[config.mk]
export PLATFORM = sky130hd
export DESIGN_NAME = decode_top
export DESIGN_NICKNAME = d
export VERILOG_FILES = /design/src/rtl/decode_top.sv
export SDC_FILE = /design/constraint.sdc
export NUM_CORES = 2
export LEC_CHECK = 0
export BUFFER_PORTS_ARGS = -buffer_cell sky130_fd_sc_hd__buf_4
export CAP_MARGIN = 20
export CORE_MARGIN = 10
export CORE_UTILIZATION = 53
export CTS_CLUSTER_SIZE = 8
export DETAILED_ROUTE_END_ITERATION = 7
export PLACE_DENSITY = 0.75
export SLEW_MARGIN = 20
export SYNTH_ARGS = -nofsm -noshare
export SYNTH_HDL_FRONTEND = slang
export SYNTH_SLANG_ARGS = --single-unit
[constraint.sdc]
create_clock -name clk -period 42.1 [get_ports clk]
set_input_delay 2.105 -clock clk [delete_from_list [all_inputs] [get_ports clk]]
set_output_delay 2.105 -clock clk [all_outputs]
set_load 0.1 [all_outputs]
[src/rtl/decode_top.sv]
// Decode stage of a five-stage RV32I pipeline: instruction decode, immediate
// generation, register file with writeback bypass, and the D/E pipeline register.
module decode_top #(
  parameter int DATA_WIDTH = 32
) (
  input  logic                  clk,
  input  logic                  rst,
  input  logic [DATA_WIDTH-1:0] InstrD,
  input  logic [DATA_WIDTH-1:0] PCD,
  input  logic [DATA_WIDTH-1:0] PCPlus4D,
  input  logic                  RegWriteW,
  input  logic [4:0]            RdW,
  input  logic [DATA_WIDTH-1:0] ResultW,
  input  logic                  FlushE,
  output logic [4:0]            Rs1D,
  output logic [4:0]            Rs2D,
  output logic                  RegWriteE,
  output logic [1:0]            ResultSrcE,
  output logic                  MemWriteE,
  output logic                  JumpE,
  output logic                  BranchE,
  output logic [3:0]            ALUControlE,
  output logic                  ALUSrcAE,
  output logic                  ALUSrcBE,
  output logic [2:0]            funct3E,
  output logic [DATA_WIDTH-1:0] RD1E,
  output logic [DATA_WIDTH-1:0] RD2E,
  output logic [DATA_WIDTH-1:0] ImmExtE,
  output logic [DATA_WIDTH-1:0] PCE,
  output logic [DATA_WIDTH-1:0] PCPlus4E,
  output logic [4:0]            RdE,
  output logic [4:0]            Rs1E,
  output logic [4:0]            Rs2E
);

  localparam logic [6:0] OP_R      = 7'b0110011;
  localparam logic [6:0] OP_I      = 7'b0010011;
  localparam logic [6:0] OP_LOAD   = 7'b0000011;
  localparam logic [6:0] OP_STORE  = 7'b0100011;
  localparam logic [6:0] OP_BRANCH = 7'b1100011;
  localparam logic [6:0] OP_JAL    = 7'b1101111;
  localparam logic [6:0] OP_JALR   = 7'b1100111;
  localparam logic [6:0] OP_LUI    = 7'b0110111;
  localparam logic [6:0] OP_AUIPC  = 7'b0010111;

  localparam logic [3:0] ALU_ADD  = 4'b0000;
  localparam logic [3:0] ALU_SUB  = 4'b0001;
  localparam logic [3:0] ALU_AND  = 4'b0010;
  localparam logic [3:0] ALU_OR   = 4'b0011;
  localparam logic [3:0] ALU_XOR  = 4'b0100;
  localparam logic [3:0] ALU_SLT  = 4'b0101;
  localparam logic [3:0] ALU_SLTU = 4'b0110;
  localparam logic [3:0] ALU_SLL  = 4'b0111;
  localparam logic [3:0] ALU_SRL  = 4'b1000;
  localparam logic [3:0] ALU_SRA  = 4'b1001;
  localparam logic [3:0] ALU_PASS = 4'b1010;

  logic [31:0] instr;
  logic [6:0]  opcode;
  logic [2:0]  funct3;
  logic        funct7b5;

  assign instr    = InstrD[31:0];
  assign opcode   = instr[6:0];
  assign funct3   = instr[14:12];
  assign funct7b5 = instr[30];
  assign Rs1D     = instr[19:15];
  assign Rs2D     = instr[24:20];

  // Only R-type may select SUB at funct3=000; ADDI ignores instr[30].
  function automatic logic [3:0] alu_fn(input logic [2:0] f3, input logic alt, input logic is_r);
    logic [3:0] code;
    case (f3)
      3'b000:  code = (is_r && alt) ? ALU_SUB : ALU_ADD;
      3'b001:  code = ALU_SLL;
      3'b010:  code = ALU_SLT;
      3'b011:  code = ALU_SLTU;
      3'b100:  code = ALU_XOR;
      3'b101:  code = alt ? ALU_SRA : ALU_SRL;
      3'b110:  code = ALU_OR;
      default: code = ALU_AND;
    endcase
    return code;
  endfunction

  logic [31:0] imm_i, imm_s, imm_b, imm_j, imm_u;

  assign imm_i = {{20{instr[31]}}, instr[31:20]};
  assign imm_s = {{20{instr[31]}}, instr[31:25], instr[11:7]};
  assign imm_b = {{19{instr[31]}}, instr[31], instr[7], instr[30:25], instr[11:8], 1'b0};
  assign imm_j = {{11{instr[31]}}, instr[31], instr[19:12], instr[20], instr[30:21], 1'b0};
  assign imm_u = {instr[31:12], 12'b0};

  logic                  reg_write_d;
  logic [1:0]            result_src_d;
  logic                  mem_write_d;
  logic                  jump_d;
  logic                  branch_d;
  logic [3:0]            alu_control_d;
  logic                  alu_src_a_d;
  logic                  alu_src_b_d;
  logic [31:0]           imm32_d;
  logic [DATA_WIDTH-1:0] imm_ext_d;

  // Unrecognised opcodes fall through with every control at zero (a bubble).
  always_comb begin
    reg_write_d   = 1'b0;
    result_src_d  = 2'b00;
    mem_write_d   = 1'b0;
    jump_d        = 1'b0;
    branch_d      = 1'b0;
    alu_control_d = ALU_ADD;
    alu_src_a_d   = 1'b0;
    alu_src_b_d   = 1'b0;
    imm32_d       = 32'd0;
    case (opcode)
      OP_R: begin
        reg_write_d   = 1'b1;
        alu_control_d = alu_fn(funct3, funct7b5, 1'b1);
      end
      OP_I: begin
        reg_write_d   = 1'b1;
        alu_src_b_d   = 1'b1;
        alu_control_d = alu_fn(funct3, funct7b5, 1'b0);
        imm32_d       = imm_i;
      end
      OP_LOAD: begin
        reg_write_d  = 1'b1;
        result_src_d = 2'b01;
        alu_src_b_d  = 1'b1;
        imm32_d      = imm_i;
      end
      OP_STORE: begin
        mem_write_d = 1'b1;
        alu_src_b_d = 1'b1;
        imm32_d     = imm_s;
      end
      OP_BRANCH: begin
        branch_d      = 1'b1;
        alu_control_d = ALU_SUB;
        imm32_d       = imm_b;
      end
      OP_JAL: begin
        reg_write_d  = 1'b1;
        result_src_d = 2'b10;
        jump_d       = 1'b1;
        alu_src_b_d  = 1'b1;
        imm32_d      = imm_j;
      end
      OP_JALR: begin
        reg_write_d  = 1'b1;
        result_src_d = 2'b10;
        jump_d       = 1'b1;
        alu_src_b_d  = 1'b1;
        imm32_d      = imm_i;
      end
      OP_LUI: begin
        reg_write_d   = 1'b1;
        alu_src_b_d   = 1'b1;
        alu_control_d = ALU_PASS;
        imm32_d       = imm_u;
      end
      OP_AUIPC: begin
        reg_write_d = 1'b1;
        alu_src_a_d = 1'b1;
        alu_src_b_d = 1'b1;
        imm32_d     = imm_u;
      end
      default: ;
    endcase
  end

  assign imm_ext_d = DATA_WIDTH'($signed(imm32_d));

  logic [DATA_WIDTH-1:0] rf_reg [32];
  logic [4:0]            rs_idx [2];
  logic [DATA_WIDTH-1:0] rd_val [2];

  assign rs_idx[0] = instr[19:15];
  assign rs_idx[1] = instr[24:20];

  // Writeback in the same cycle is forwarded so the decoded operand is never stale.
  generate
    for (genvar gi = 0; gi < 2; gi++) begin : g_read
      assign rd_val[gi] = (rs_idx[gi] == 5'd0) ? '0 :
                          (RegWriteW && (RdW == rs_idx[gi])) ? ResultW :
                          rf_reg[rs_idx[gi]];
    end
  endgenerate

  always_ff @(posedge clk or posedge rst) begin
    if (rst) begin
      for (int i = 0; i < 32; i++) rf_reg[i] <= '0;
    end else if (RegWriteW && (RdW != 5'd0)) begin
      rf_reg[RdW] <= ResultW;
    end
  end

  // A flush squashes controls and the destination; operand data still loads.
  always_ff @(posedge clk or posedge rst) begin
    if (rst) begin
      RegWriteE   <= 1'b0;
      ResultSrcE  <= 2'b00;
      MemWriteE   <= 1'b0;
      JumpE       <= 1'b0;
      BranchE     <= 1'b0;
      ALUControlE <= 4'b0000;
      ALUSrcAE    <= 1'b0;
      ALUSrcBE    <= 1'b0;
      funct3E     <= 3'b000;
      RdE         <= 5'd0;
      RD1E        <= '0;
      RD2E        <= '0;
      ImmExtE     <= '0;
      PCE         <= '0;
      PCPlus4E    <= '0;
      Rs1E        <= 5'd0;
      Rs2E        <= 5'd0;
    end else begin
      RegWriteE   <= FlushE ? 1'b0    : reg_write_d;
      ResultSrcE  <= FlushE ? 2'b00   : result_src_d;
      MemWriteE   <= FlushE ? 1'b0    : mem_write_d;
      JumpE       <= FlushE ? 1'b0    : jump_d;
      BranchE     <= FlushE ? 1'b0    : branch_d;
      ALUControlE <= FlushE ? 4'b0000 : alu_control_d;
      ALUSrcAE    <= FlushE ? 1'b0    : alu_src_a_d;
      ALUSrcBE    <= FlushE ? 1'b0    : alu_src_b_d;
      funct3E     <= FlushE ? 3'b000  : funct3;
      RdE         <= FlushE ? 5'd0    : instr[11:7];
      RD1E        <= rd_val[0];
      RD2E        <= rd_val[1];
      ImmExtE     <= imm_ext_d;
      PCE         <= PCD;
      PCPlus4E    <= PCPlus4D;
      Rs1E        <= rs_idx[0];
      Rs2E        <= rs_idx[1];
    end
  end

endmodule

==> results_dict.tcl <==
set metrics [dict create \
    status "finished clean" \
    viasPerCell 6.93 \
    slowest_delay_ps 920 \
    clock_skew_ps 22.6 \
    grt_pass1_wl_mm 282 \
    clk_pin_slew_ps 50 \
    intPower_mw 2.42 \
    drt_pass1_iterations 6 \
    initial_core_util_pct 53.6 \
    grt_max_degree 186 \
    clk_path_buf_depth 3 \
    ys_async_sr_fraction_pct 100 \
    p_leak_nw 31.0 \
    routed_wirelength_mm 191 \
    rrSetupSlack_ps 39800 \
    critPathLaunch "InstrD[15]" \
    worstSkewPairLatency_ps 770 \
    yosys.area.top_type_share_pct 50.1 \
    ant_nets 0 \
    reg2reg_from "rf_reg[515]$_DFFE_PP0P_" \
    worstRegToRegCells 5 \
    post-cts-setup-buffer-count 0 \
    io_pins 337 \
    cts_buffers 169 \
    drc 0 \
    gp_congestion 0.826 \
    ys_ff_latch 1214 \
    area_delta_synth_final_pct 12.6 \
    clockRootBuffer "clkbuf_16" \
    syn_inst 4259 \
    slew_headroom_pct 21.0 \
    power_frac_seq_pct 44.5 \
    ys_seq_area_share_pct 50.1 \
    layout_common_cells "dfrtp_1, mux2_2, mux2i_1, buf_4, mux4_2" \
    nets 4525 \
    setup_tns_ps 0 \
    startpoint_type "primary input" \
    grt_antenna_before_repair 7 \
    initialDrtViolationCount 4997 \
    first_global_vias 41500 \
    tritoncts "done" \
    holdBufCountCts 0 \
    powerDensity_mw_per_mm2 50.1 \
    period_needed_ps 5400 \
    critPathKind "in -> reg" \
    ys_top_cells_by_area "dfrtp_1, mux2_2, mux4_2, mux2i_1, a22oi_1" \
    hold_violations 0 \
    synthFlopType "dfrtp_1" \
    clock_sinks 1214 \
    finalSetupViolations 0 \
    finalInstanceArea_sq_mm 0.0682 \
    slowest_stage "buf_4" \
    p_switching_mw 0.999 \
    yosysTopAreaCell "dfrtp_1" \
    grt_overflow 0 \
    required_ps 42750 \
    dpl_cell_area_sq_mm 0.0637 \
    reg2reg_to "RD1E[3]$_DFF_PP0_" \
    end_kind "flop" \
    hold_class "reg -> reg" \
    grt_setup_unrepaired "no" \
    die_h_um 358 \
    dp.cells 5714 \
    grt_usage_pct 29.4 \
    clock.fmax_mhz 185 \
    dieArea_sq_mm 0.128 \
    core-area_sq_mm 0.113 \
    p_clk_share_pct 35.0 \
    vias 40900 \
    syn_avg_cell_area_sq_um 14.2 \
    crit_arrival_ps 6050 \
    final_max_slew_viol_count 0 \
    ctsResizeCount 0 \
    swShare_pct 29.2 \
    port_buffers 336 \
    cp-endpoint "RD1E[26]$_DFF_PP0_" \
    final_common_cell "dfrtp_1" \
    worstPathMaxFanout 70 \
    h-tree-depth 4 \
    irDropWorstVdd_uv 28.7 \
    p_comb_share_pct 20.5 \
    routedWlPerCell_um 32.4 \
    post-route-period-util_pct 12.8 \
    die_w_um 358 \
    cap_violations 0 \
    path_cells "buf_8 > buf_4 > buf_4 > mux4_2 > a22o_1 > a2111oi_2 > a21oi_1 > a22o_1" \
    stdcell_count 5902 \
    tightest_slew_ps 1180 \
    rows 123 \
    largest_reg_flops 1024 \
    total_power_mw 3.42 \
    synthesis.area_sq_mm 0.0606 \
    layout-drive-gt1-share_pct 43.9 \
    ys_warn_count 0 \
    synth_cell_type_count 60 \
    synthesis.nets 4396 \
    hpwl_mm 103 \
    fillerInstances 8634 \
    synth_edf_count 0 \
]
[synth_stat cells (9+ instances only)]
| cell type | n |
|---|---|
| nor2b_1 | 22 |
| mux2_1 | 33 |
| o22ai_1 | 46 |
| a2111oi_2 | 19 |
| inv_1 | 12 |
| a21o_1 | 12 |
| dfrtp_1 | 1214 |
| buf_4 | 52 |
| buf_6 | 18 |
| nor4_1 | 19 |
| o221a_1 | 9 |
| nand2_1 | 57 |
| nor3_1 | 9 |
| buf_2 | 107 |
| nand3_1 | 39 |
| mux4_2 | 285 |
| a21oi_1 | 141 |
| mux2i_1 | 491 |
| mux2_2 | 968 |
| o21ai_0 | 11 |
| a22o_1 | 85 |
| buf_1 | 43 |
| clkbuf_1 | 248 |
| a22oi_1 | 181 |
| nor2_1 | 31 |
| o221ai_1 | 32 |
[area by class of cell]
cell class | count | area (sq um) | share of cell area, %
inverter | 13 | 56.3 | 0.0825
multi-input combinational | 2562 | 28200 | 41.3
timing repair buffer | 428 | 3350 | 4.91
clock inverter | 8 | 111 | 0.163
clock buffer | 173 | 4290 | 6.28
antenna | 4 | 10.0 | 0.0147
tap | 1500 | 1880 | 2.75
sequential | 1214 | 30400 | 44.5
[worst max-delay path: cells and delay by family]
kind                   cells  cell delay [ps]
buffers and inverters      3             2330
multiplexers               1              600
AO/OA/AOI/OAI              4              820
[through the flow]
stage / hold slack [ps] / worst slack, ps / utilization, %
4_1_cts: 394 / 36680 / 60.3
3_5_place_dp: 384 / 35900 / 56.4
6_report: 391 / 36700 / 60.4
3_3_place_gp: 378 / 35930 / 56.4
5_1_grt: 403 / 36450 / 60.4
2_1_floorplan: 441 / 5790 / -
[power groups by stage]
stage	logic, mW	registers, mW	clock network, mW
after floorplan	0.456	1.59	0
after global placement	0.680	1.52	0
after detailed placement	0.696	1.53	0
after CTS	0.699	1.52	1.21
after global routing	0.746	1.54	1.26
final	0.701	1.52	1.20
[routing by layer]
metal	vias to the layer above	wire (um)	track usage (%)
met5	-	40	0
li1	16400	-	-
met2	2500	86900	44.6
met1	21500	74500	39.7
met4	6	8560	12.7
met3	536	21200	8.09
[worst min-delay path by stage]
| stage | from | depth (start not counted) | end | slack [ps] |
|---|---|---|---|---|
| 2_1_floorplan | rf_reg[1004]$_DFFE_PP0P_ | 1 | rf_reg[1004]$_DFFE_PP0P_ | 440 |
| 3_3_place_gp | rf_reg[1018]$_DFFE_PP0P_ | 0 | rf_reg[1018]$_DFFE_PP0P_ | 380 |
| 3_5_place_dp | rf_reg[998]$_DFFE_PP0P_ | 0 | rf_reg[998]$_DFFE_PP0P_ | 380 |
| 4_1_cts | rf_reg[998]$_DFFE_PP0P_ | 0 | rf_reg[998]$_DFFE_PP0P_ | 390 |
| 5_1_grt | rf_reg[1020]$_DFFE_PP0P_ | 0 | rf_reg[1020]$_DFFE_PP0P_ | 400 |
| 6_report | rf_reg[1018]$_DFFE_PP0P_ | 0 | rf_reg[1018]$_DFFE_PP0P_ | 390 |
[kinds of logic after synthesis]
| group | Yosys count | synth area share [%] |
|---|---|---|
| simple gates | 208 | 1.77 |
| xor+xnor | 7 | 0.101 |
| flops | 1214 | 50.1 |
| mux | 1777 | 37.3 |
| compound gates | 570 | 6.93 |
| buf+inv | 483 | 3.77 |
Note: power is estimated with default switching activity, not from simulation.
